==> src/rtl/link_channel_mux.sv <==
// Merges CHANNEL_NUM router output channels onto one link: wormhole locking,
// round-robin head arbitration and per-link-VC credit counting.
module link_channel_mux #(
  parameter int CHANNEL_NUM  = 2,
  parameter int VC_NUM       = 2,
  parameter int FLIT_WIDTH   = 64,
  parameter int CREDIT_DEPTH = 8,
  localparam int VC_W        = (VC_NUM > 1) ? $clog2(VC_NUM) : 1,
  localparam int LINK_VC_NUM = CHANNEL_NUM * VC_NUM,
  localparam int LINK_VC_W   = (LINK_VC_NUM > 1) ? $clog2(LINK_VC_NUM) : 1,
  localparam int CH_W        = (CHANNEL_NUM > 1) ? $clog2(CHANNEL_NUM) : 1,
  localparam int CNT_W       = $clog2(CREDIT_DEPTH + 1)
) (
  input  logic                                  clk,
  input  logic                                  rst,
  input  logic [CHANNEL_NUM-1:0]                ch_valid_i,
  input  logic [CHANNEL_NUM-1:0][FLIT_WIDTH-1:0] ch_data_i,
  input  logic [CHANNEL_NUM-1:0]                ch_head_i,
  input  logic [CHANNEL_NUM-1:0]                ch_tail_i,
  input  logic [CHANNEL_NUM-1:0][VC_W-1:0]      ch_vc_i,
  output logic [CHANNEL_NUM-1:0]                ch_ready_o,
  output logic                                  link_valid_o,
  output logic                                  link_head_o,
  output logic                                  link_tail_o,
  output logic [FLIT_WIDTH-1:0]                 link_data_o,
  output logic [LINK_VC_W-1:0]                  link_vc_o,
  input  logic                                  credit_valid_i,
  input  logic [LINK_VC_W-1:0]                  credit_vc_i,
  output logic [1:0]                            error_o
);

  // Handshake: a flit on channel c moves when ch_valid_i[c] && ch_ready_o[c];
  // ready is a one-hot grant computed from registered state and channel inputs.
  logic [CH_W-1:0]        rr_ptr;
  logic                   lock_valid;
  logic [CH_W-1:0]        lock_owner;
  logic [CNT_W-1:0]       credit_cnt [LINK_VC_NUM];

  logic [LINK_VC_W-1:0]   ch_link_vc [CHANNEL_NUM];
  logic [CHANNEL_NUM-1:0] eligible;
  logic [CHANNEL_NUM-1:0] proto_err;
  logic                   grant_valid;
  logic [CH_W-1:0]        grant_ch;
  logic [CH_W-1:0]        scan_ch;
  logic [LINK_VC_W-1:0]   grant_vc;
  logic                   grant_head;
  logic                   grant_tail;
  logic [LINK_VC_NUM-1:0] credit_send;
  logic [LINK_VC_NUM-1:0] credit_ret;
  logic                   credit_overflow;

  always_comb begin
    for (int c = 0; c < CHANNEL_NUM; c++) begin
      ch_link_vc[c] = LINK_VC_W'(c * VC_NUM + int'(ch_vc_i[c]));
      eligible[c]   = ch_valid_i[c] && (credit_cnt[ch_link_vc[c]] != '0) &&
                      ((!lock_valid && ch_head_i[c]) ||
                       (lock_valid && lock_owner == CH_W'(c)));
      // A body/tail flit is only legal from the channel holding the lock.
      proto_err[c]  = ch_valid_i[c] && !ch_head_i[c] &&
                      !(lock_valid && lock_owner == CH_W'(c));
    end
  end

  always_comb begin
    grant_valid = 1'b0;
    grant_ch    = '0;
    scan_ch     = '0;
    for (int i = 0; i < CHANNEL_NUM; i++) begin
      scan_ch = CH_W'((int'(rr_ptr) + i) % CHANNEL_NUM);
      if (!grant_valid && eligible[scan_ch]) begin
        grant_valid = 1'b1;
        grant_ch    = scan_ch;
      end
    end
    if (rst) grant_valid = 1'b0;
    grant_vc   = ch_link_vc[grant_ch];
    grant_head = ch_head_i[grant_ch];
    grant_tail = ch_tail_i[grant_ch];
    for (int c = 0; c < CHANNEL_NUM; c++)
      ch_ready_o[c] = grant_valid && (grant_ch == CH_W'(c));
  end

  always_comb begin
    credit_overflow = 1'b0;
    for (int v = 0; v < LINK_VC_NUM; v++) begin
      credit_send[v] = grant_valid && (grant_vc == LINK_VC_W'(v));
      credit_ret[v]  = credit_valid_i && (credit_vc_i == LINK_VC_W'(v));
      if (credit_ret[v] && !credit_send[v] && credit_cnt[v] == CNT_W'(CREDIT_DEPTH))
        credit_overflow = 1'b1;
    end
  end

  always_ff @(posedge clk) begin
    if (rst) begin
      link_valid_o <= 1'b0;
      link_head_o  <= 1'b0;
      link_tail_o  <= 1'b0;
      link_data_o  <= '0;
      link_vc_o    <= '0;
      error_o      <= '0;
      rr_ptr       <= '0;
      lock_valid   <= 1'b0;
      lock_owner   <= '0;
      for (int v = 0; v < LINK_VC_NUM; v++) credit_cnt[v] <= CNT_W'(CREDIT_DEPTH);
    end else begin
      link_valid_o <= grant_valid;
      link_head_o  <= grant_valid && grant_head;
      link_tail_o  <= grant_valid && grant_tail;
      if (grant_valid) begin
        link_data_o <= ch_data_i[grant_ch];
        link_vc_o   <= grant_vc;
        if (grant_head)
          rr_ptr <= CH_W'((int'(grant_ch) + 1) % CHANNEL_NUM);
        // Single-flit packets pass through without touching the lock.
        if (grant_head && !grant_tail) begin
          lock_valid <= 1'b1;
          lock_owner <= grant_ch;
        end else if (grant_tail && lock_valid && lock_owner == grant_ch) begin
          lock_valid <= 1'b0;
        end
      end
      for (int v = 0; v < LINK_VC_NUM; v++) begin
        if (credit_send[v] && !credit_ret[v])
          credit_cnt[v] <= credit_cnt[v] - 1'b1;
        else if (credit_ret[v] && !credit_send[v] && credit_cnt[v] != CNT_W'(CREDIT_DEPTH))
          credit_cnt[v] <= credit_cnt[v] + 1'b1;
      end
      error_o[0] <= error_o[0] | credit_overflow;
      error_o[1] <= error_o[1] | (|proto_err);
    end
  end

endmodule

==> config.mk <==
export PLATFORM = sky130hd
export DESIGN_NAME = link_channel_mux
export DESIGN_NICKNAME = d
export VERILOG_FILES = /design/src/rtl/link_channel_mux.sv
export SDC_FILE = /design/constraint.sdc
export NUM_CORES = 1
export LEC_CHECK = 0
export CAP_MARGIN = 10
export CELL_PAD_IN_SITES_DETAIL_PLACEMENT = 1
export CELL_PAD_IN_SITES_GLOBAL_PLACEMENT = 2
export CORE_ASPECT_RATIO = 2
export CORE_MARGIN = 3
export CORE_UTILIZATION = 24
export CTS_CLUSTER_DIAMETER = 40
export DETAILED_ROUTE_END_ITERATION = 6
export PLACE_DENSITY = 0.95
export SETUP_SLACK_MARGIN = 0.05
export SYNTH_ARGS = -nofsm -noshare
export SYNTH_HDL_FRONTEND = slang
export SYNTH_SLANG_ARGS = --single-unit
==> constraint.sdc <==
create_clock -name clk -period 5.05 [get_ports clk]
set_clock_uncertainty 0.1 [all_clocks]
set_input_delay 0.505 -clock clk [delete_from_list [all_inputs] [get_ports clk]]
set_output_delay 0.505 -clock clk [all_outputs]
set_load 0.02 [all_outputs]
# After elaboration in Yosys (flattened, before gate mapping)
# Memory sizes are Yosys's and may differ from the RTL's.
# Cells that the tools add are included.
# classes
add_sub_neg	11
magnitude_cmp	4
eq_ne	15
n_mux	62
n_bitwise	13
reduce_logical	70
# op_table
operator	count
2-to-1 mux 64 bit	2
2-to-1 mux 1 bit	49
logical AND 1 bit	44
2-to-1 mux 4 bit	8
adder 4 x 1 -> 4 bit (second input constant)	4
equality test 4 bit (second input constant)	4
!= test 4 bit (second input constant)	4
subtractor 4 x 1 -> 4 bit (second input constant)	4
zero test 1 bit	15
OR 1 bit	10
equality test 2 bit (second input constant)	4
nonzero test 4 bit	2
< comparator 1 x 2 -> 1 bit (second input constant)	3
2-to-1 mux 2 bit	3
AND reduction 2 bit	3
equality test 2 x 1 -> 1 bit (second input constant)	2
zero test 2 bit	2
adder 1 bit (second input constant)	2
adder 2 x 1 -> 2 bit (first input constant)	1
greater-or-equal comparator 2 bit (second input constant)	1
logical OR 1 bit	2
NOT 1 bit	2
NOT 1 -> 2 bit	1
nonzero test 2 bit	1
2 further kinds	2
# word_totals
ff_bits	74
ramBits	16
out_inout_bits	73
elab_cells	185
memories	1
# mem_list
memory	depth	word_bits	rd	rd_clocked_by_memory_dff	write_ports	line	text
credit_cnt	4	4	6	0	4	37	logic [CNT_W-1:0] credit_cnt [LINK_VC_NUM];

# Longest topological paths before layout
# Gate-level depths: netlist (run 1).
# An unclocked memory read counts as a cell.
# depth
ltp_word	25
depth_mapped	13
mapped_depth_nobuf	11

# Worst setup path after synthesis (run 1)
# Ideal clock, no wire load.
# synth_timing
kind	flip-flop to flip-flop
from	memory credit_cnt[3][0] in the netlist's numbering
to	memory credit_cnt[2][3] in the netlist's numbering, data pin
setup_ns	0.254
t_arrival_ns	2.899
required_time_ns	4.696
setup_slack_ns	1.798
stages_incl_launch_ff	12
period_less_slack_ns	3.252
path_cell_list	edfxtp_1 or3_1 o211a_1 and2b_4 a31oi_1 nand2b_1 ha_1 a21o_1 a21oi_1 xor2_1 or4_1 a21o_1
# synth_lines
element	line
start, declared	37

==> impl_metrics.json, run 1 <==
{
  "required_ns": 5.05,
  "start_util_pct": 24.6,
  "path_clk_slew_ns": 0.07,
  "startpoint_type": "register",
  "r2r_slack_ns": 1.37,
  "synth_area_leader_cell": "dfxtp_1",
  "cts_resized": 0,
  "power_density_nw_per_um2": 297,
  "syn_area_sq_um": 4290,
  "yosys.cell_types.count": 61,
  "hold_buffers": 0,
  "cts_made_buffers": 9,
  "critical_path.startpoint": "credit_cnt[3][0]",
  "clock_path_buffers": 2,
  "ios": 214,
  "hp-start": "link_data_o[51]",
  "avgViaCountPerCell": 5.03,
  "synth_edf_count": 16,
  "clkPwrFrac_pct": 35.0,
  "relSlewSlack_pct": 48.2,
  "root_buffer": "clkbuf_16",
  "hold_viol_final": 0,
  "areaGrowthSynthToFinish_pct": 61.3,
  "worst_slew_pin_slew_ns": 0.774,
  "hold_class": "reg -> reg",
  "r2r_cells": 11,
  "avgRoutedWirePerCell_microns": 18.2,
  "htreeDepth": 3,
  "p_sw_mw": 0.586,
  "drive_gt1_share_pct": 5.33,
  "synth_area_leaders": "dfxtp_1, edfxtp_1, nand2_1",
  "yosysWarnings": 0,
  "placed_cell_area_sq_um": 6610,
  "die_w_microns": 101,
  "place_congestion": 0.830,
  "async_flop_share_pct": 0,
  "ys.flop_type": "dfxtp_1",
  "setup_viol": 0,
  "cp_max_fo": 6,
  "fin_area_sq_um": 6930,
  "netlist.area_leader.share_pct": 34.5,
  "core-area_sq_um": 17400,
  "wl_mm": 16.4,
  "slowest_delay_ns": 0.48,
  "antenna_found_initial": 1,
  "io_buffers": 213,
  "nets": 841,
  "cp-end-kind": "register",
  "synth_seq_cells": 90,
  "grt_pass1_wl_mm": 25.6,
  "dieArea_sq_um": 19600,
  "maxSlewViolCount": 0,
  "synth.avg_cell_area_sq_um": 8.89,
  "rsz0062_at_grt": "false",
  "crit_slowest_cell": "edfxtp_1",
  "syn_nets": 635,
  "drc": 0,
  "clock_sinks": 90,
  "critPathKind": "reg -> reg",
  "run_status": "finished clean",
  "vias": 4549,
  "cap_violations": 0,
  "period_needed_ns": 3.68,
  "grt_max_degree": 45,
  "r2r-start": "credit_cnt[3][0]",
  "rows": 68,
  "swShare_pct": 28.5,
  "pwr-share-comb_pct": 24.4,
  "grt_usage_pct": 16.7,
  "worst_ir_drop_vdd_mv": 0.133,
  "p_leak_nw": 2.66,
  "antenna_left": 0,
  "dr.pass1.iters": 4,
  "cp_common_cell": "a21o_1",
  "grt.overflow.total": 0,
  "hold_path_depth": 2,
  "cp_cell_sequence": "or3_1, o211a_1, and2b_4, a31oi_1, nand2b_1, ha_1, a21o_1, a21oi_1, xor2_1, or4_1, a21o_1",
  "cts_tree": "built",
  "die_y_microns": 195,
  "hpwl_mm": 13.1,
  "clkLatencyLatePin_ns": 0.35,
  "internal-power_mw": 1.47,
  "min_period_over_period_pct": 72.9,
  "initialDrtViolationCount": 112,
  "grt_pass1_vias": 4972,
  "post-cts-setup-buffers": 0,
  "sequentialPowerShare_pct": 40.7,
  "setup_tns_ns": 0,
  "netlist_instances": 483,
  "cp.arrival_ns": 3.68,
  "report.power.total_mw": 2.06,
  "ys_seq_area_share_pct": 45.7,
  "fmax_mhz": 272
}
-- kinds of logic after synthesis --
kind of cell / count (synthesis) / share of synthesized area [%]
and+or+nand+nor: 208 / 23.0
AOI/OAI and AO/OA: 129 / 21.0
DFF: 90 / 45.7
buffers and inverters: 32 / 3.70
adders and majority gates: 11 / 3.73
muxes: 7 / 1.69
xor gates and xnor gates: 6 / 1.22
-- routing by layer --
layer	track usage [%]	wire [microns]	vias to the layer above
li1	-	-	2162
met1	15.4	5320	2180
met2	32.3	9490	166
met3	3.40	881	41
met4	9.25	750	0
met5	0	0	-
-- state kept, by name (all words and copies together), names as in the netlist --
signal / cells
link_data_o: 64
link_vc_o: 2
lock_owner: 1
link_valid_o: 1
rr_ptr: 1
credit_cnt: 16
link_tail_o: 1
error_o: 2
link_head_o: 1
lock_valid: 1
-- power groups by stage --
stage               logic, mW  clock network (mW)  registers (mW)
CTS                     0.508               0.745           0.837
global placement        0.489                   0           0.847
floorplan               0.173                   0           0.905
global route            0.542               0.773           0.844
detailed placement      0.505                   0           0.852
finish                  0.501               0.718           0.836
-- worst max-delay path: cells and delay by family, from the launching register on --
family | cells | cell delay, ns
compound gates | 5 | 1.15
simple gates | 4 | 1.29
xor+xnor | 1 | 0.11
flops | 1 | 0.48
fa+ha+maj | 1 | 0.31
-- cell usage after synthesis, drive strengths merged, types with 2 or more instances --
library cell    n
a211o           2
a21o            4
a21oi          29
a22oi          61
a311oi          2
a31oi           9
and2            2
and3            3
and3b           2
buf            20
clkbuf          5
dfxtp          74
edfxtp         16
fa              3
ha              8
inv             7
mux2            2
mux2i           5
nand2         125
nand2b          6
nand3           6
nand3b          2
nor2           24
nor3           18
nor3b           3
nor4            6
o21ai           4
o22ai           3
o31a            2
o31ai           2
or2             3
or3             3
xnor2           4
xor2            2
-- worst paths after layout --
check                                         to
worst max register to register  credit_cnt[2][3]
worst min-delay path             link_data_o[51]
worst max-delay path            credit_cnt[2][3]
worst min register to register   link_data_o[51]
-- per-stage QoR --
step | instances | hold WS [ns] | util (%) | worst slack, ns
final | 905 | 0.337 | 39.7 | 1.37
after global placement | 888 | 0.327 | 37.9 | 1.30
after CTS | 904 | 0.342 | 39.7 | 1.38
after detailed placement | 888 | 0.332 | 37.9 | 1.09
after global routing | 905 | 0.362 | 39.7 | 1.20
after floorplan | 483 | 0.415 | - | 1.80
-- final cells by class --
cell class	instances	area [sq um]
Timing Repair Buffer	220	2180
Inverter	7	26.3
Antenna cell	1	2.50
Multi-Input combinational cell	361	2180
Clock buffer	12	258
Tap cell	210	263
Clock inverter	4	56.3
Fill cell	2018	10500
Sequential cell	90	1960
-- cells in the final DEF, fill, tap and decap left out, types with 3 or more instances in the layout --
| cell type | Yosys | routed |
|---|---|---|
| a21o_1 | 4 | 4 |
| a21oi_1 | 29 | 29 |
| a22oi_1 | 61 | 61 |
| a31oi_1 | 9 | 9 |
| and3_1 | 3 | 3 |
| buf_4 | 6 | 7 |
| clkbuf_16 | 0 | 10 |
| clkdlybuf4s50_1 | 0 | 212 |
| dfxtp_1 | 74 | 74 |
| edfxtp_1 | 16 | 16 |
| fa_1 | 3 | 3 |
| ha_1 | 8 | 8 |
| inv_1 | 7 | 7 |
| mux2i_1 | 5 | 5 |
| nand2_1 | 124 | 124 |
| nand2b_1 | 6 | 6 |
| nand3_1 | 5 | 5 |
| nor2_1 | 23 | 23 |
| nor3_1 | 13 | 13 |
| nor3_4 | 3 | 4 |
| nor3b_1 | 3 | 3 |
| nor4_1 | 5 | 5 |
| o21ai_0 | 4 | 4 |
| o22ai_1 | 3 | 3 |
| or3_1 | 3 | 3 |
| xnor2_1 | 4 | 4 |
(Power assumes the default switching activity.)
==> run 2: changes to the inputs <==
CORE_UTILIZATION = 20   (was 24)
PLACE_DENSITY = 0.88   (was 0.95)
clock period = 3.1 ns   (was 5.05 ns; I/O delays follow)
==> impl_metrics.json, run 2 (same netlist as run 1, synthesis figures left out) <==
{
  "relSlewSlack_pct": 65.0,
  "io_buffers": 213,
  "largest_register_ffs": 64,
  "core-area_sq_um": 21000,
  "areaGrowthSynthToFinish_pct": 70.7,
  "min_period_over_period_pct": 98.7,
  "setup_viol": 0,
  "maxSlewViolCount": 0,
  "final_cell_mix": "clkdlybuf4s50_1, nand2_1, dfxtp_1",
  "dpl.cell_count": 985,
  "start_util_pct": 20.4,
  "grt_pass1_wl_mm": 24.8,
  "drc": 0,
  "rows": 75,
  "register_area_sq_um": 1960,
  "htreeDepth": 3,
  "required_ns": 3.10,
  "grt.overflow.total": 0,
  "rsz0062_at_grt": "true",
  "root_buffer": "clkbuf_16",
  "grt_usage_pct": 14.1,
  "die_w_microns": 110,
  "antenna_found_initial": 0,
  "regMostFlops": "link_data_o",
  "worst_slew_pin_slew_ns": 0.523,
  "top_regs": "link_data_o: 64 flops, credit_cnt: 16 flops",
  "wl_mm": 16.7,
  "dieArea_sq_um": 23400,
  "dr.pass1.iters": 4,
  "clock_sinks": 90,
  "hold_viol_final": 0,
  "final_util_pct": 34.9,
  "cts_made_buffers": 9,
  "instances_no_fill": 1004,
  "hpwl_mm": 13.5,
  "hold_class": "in -> reg",
  "vias": 4527,
  "clock_path_buffers": 2,
  "period_needed_ns": 3.06,
  "nets": 882,
  "setup_tns_ns": 0,
  "run_status": "finished clean",
  "place_congestion": 0.805,
  "clkLatencyLatePin_ns": 0.35,
  "cp.arrival_ns": 3.06,
  "avgRoutedWirePerCell_microns": 16.7,
  "cp-end-kind": "register",
  "fin_area_sq_um": 7330,
  "drive_gt1_share_pct": 11.8,
  "worst_ir_drop_vdd_mv": 0.225,
  "startpoint_type": "register",
  "multi_input_area_sq_um": 2220,
  "fillers": 2456,
  "avgViaCountPerCell": 4.51,
  "initialDrtViolationCount": 168,
  "antenna_left": 0,
  "critPathKind": "reg -> reg",
  "grt_max_degree": 44,
  "path_clk_slew_ns": 0.07,
  "fmax_mhz": 327,
  "cts_tree": "built",
  "power_density_nw_per_um2": 449,
  "die_y_microns": 213,
  "layout_commonest_cell": "clkdlybuf4s50_1",
  "grt_pass1_vias": 4791,
  "p_leak_nw": 2.87,
  "cp_max_fo": 2,
  "placed_cell_area_sq_um": 7010,
  "diodes": 0,
  "ios": 214,
  "cap_violations": 0
}
==> run 2: cell types whose count changed in the layout (fill, tap and decap cells not counted), moves of 2 or more <==
cell,previous run,this run
a21oi_1,29,27
a21oi_2,0,2
buf_4,7,46
clkdlybuf4s50_1,212,210
clkinv_4,1,3
nand2_1,124,122
nand2_2,1,3
==> run 2: critical path: stages, from the launching register on <==
cell and delay [ns]:
edfxtp_1 0.39, or3_4 0.41, o211a_1 0.24, and2b_4 0.18, a31oi_4 0.13, nand2b_1 0.10, ha_1 0.30, a21o_1 0.17
a21oi_2 0.13, xor2_1 0.09, or4_1 0.40, a21o_1 0.17
==> run 2: path summary, 6_finish.rpt <==
kind | startpoint | end | slack, ns | cells past startpoint
worst max-delay path | credit_cnt[3][2] | credit_cnt[2][3] | 0.04 | 11
worst min-delay path | rst | link_vc_o[0] | 0.29 | 2
worst max register to register | credit_cnt[3][2] | credit_cnt[2][3] | 0.04 | 11
worst min register to register | link_data_o[27] | link_data_o[27] | 0.34 | 2
==> run 2: per-layer routing <==
metal	GRT usage, %	wire [microns]
met1	12.7	5400
met3	2.90	846
met5	0	0
met2	28.3	9910
met4	6.84	584
==> run 2: power by group <==
group	total, mW	internal [mW]	switching, mW
combinational	0.883	0.464	0.420
sequential	1.35	1.29	0.0588
clock	1.06	0.553	0.503
total	3.29	2.31	0.981
==> run 2: final cells by class <==
cell class / instances / area share (%)
clock buffer: 10 / 3.12
clock inverter: 6 / 0.666
inverter: 7 / 0.358
multi-input combinational: 361 / 30.3
sequential: 90 / 26.8
tap: 269 / 4.59
timing repair buffer: 261 / 34.2
==> run 2: per-stage QoR <==
step | total power, mW | hold WS [ns] | setup WS (ns)
after floorplan | 1.76 | 0.325 | 0.0148
after global placement | 2.25 | 0.323 | -0.167
after detailed placement | 2.27 | 0.328 | -0.246
after CTS | 3.36 | 0.276 | 0.0227
after global routing | 3.47 | 0.322 | -0.108
final | 3.29 | 0.288 | 0.0402
==> run 2: timing repair <==
action | in CTS | in global routing
pin swaps | 0 | 1
hold buffers | 0 | 0
buffers inserted | 1 | 2
endpoints found under the setup margin | 2 | 4
gates resized for setup | 1 | 8
==> run 3: changes to the inputs <==
CAP_MARGIN = unset   (was 10)
==> results of run 3 <==
Same layout as run 2: the final DEF is identical, and so are final timing and power.
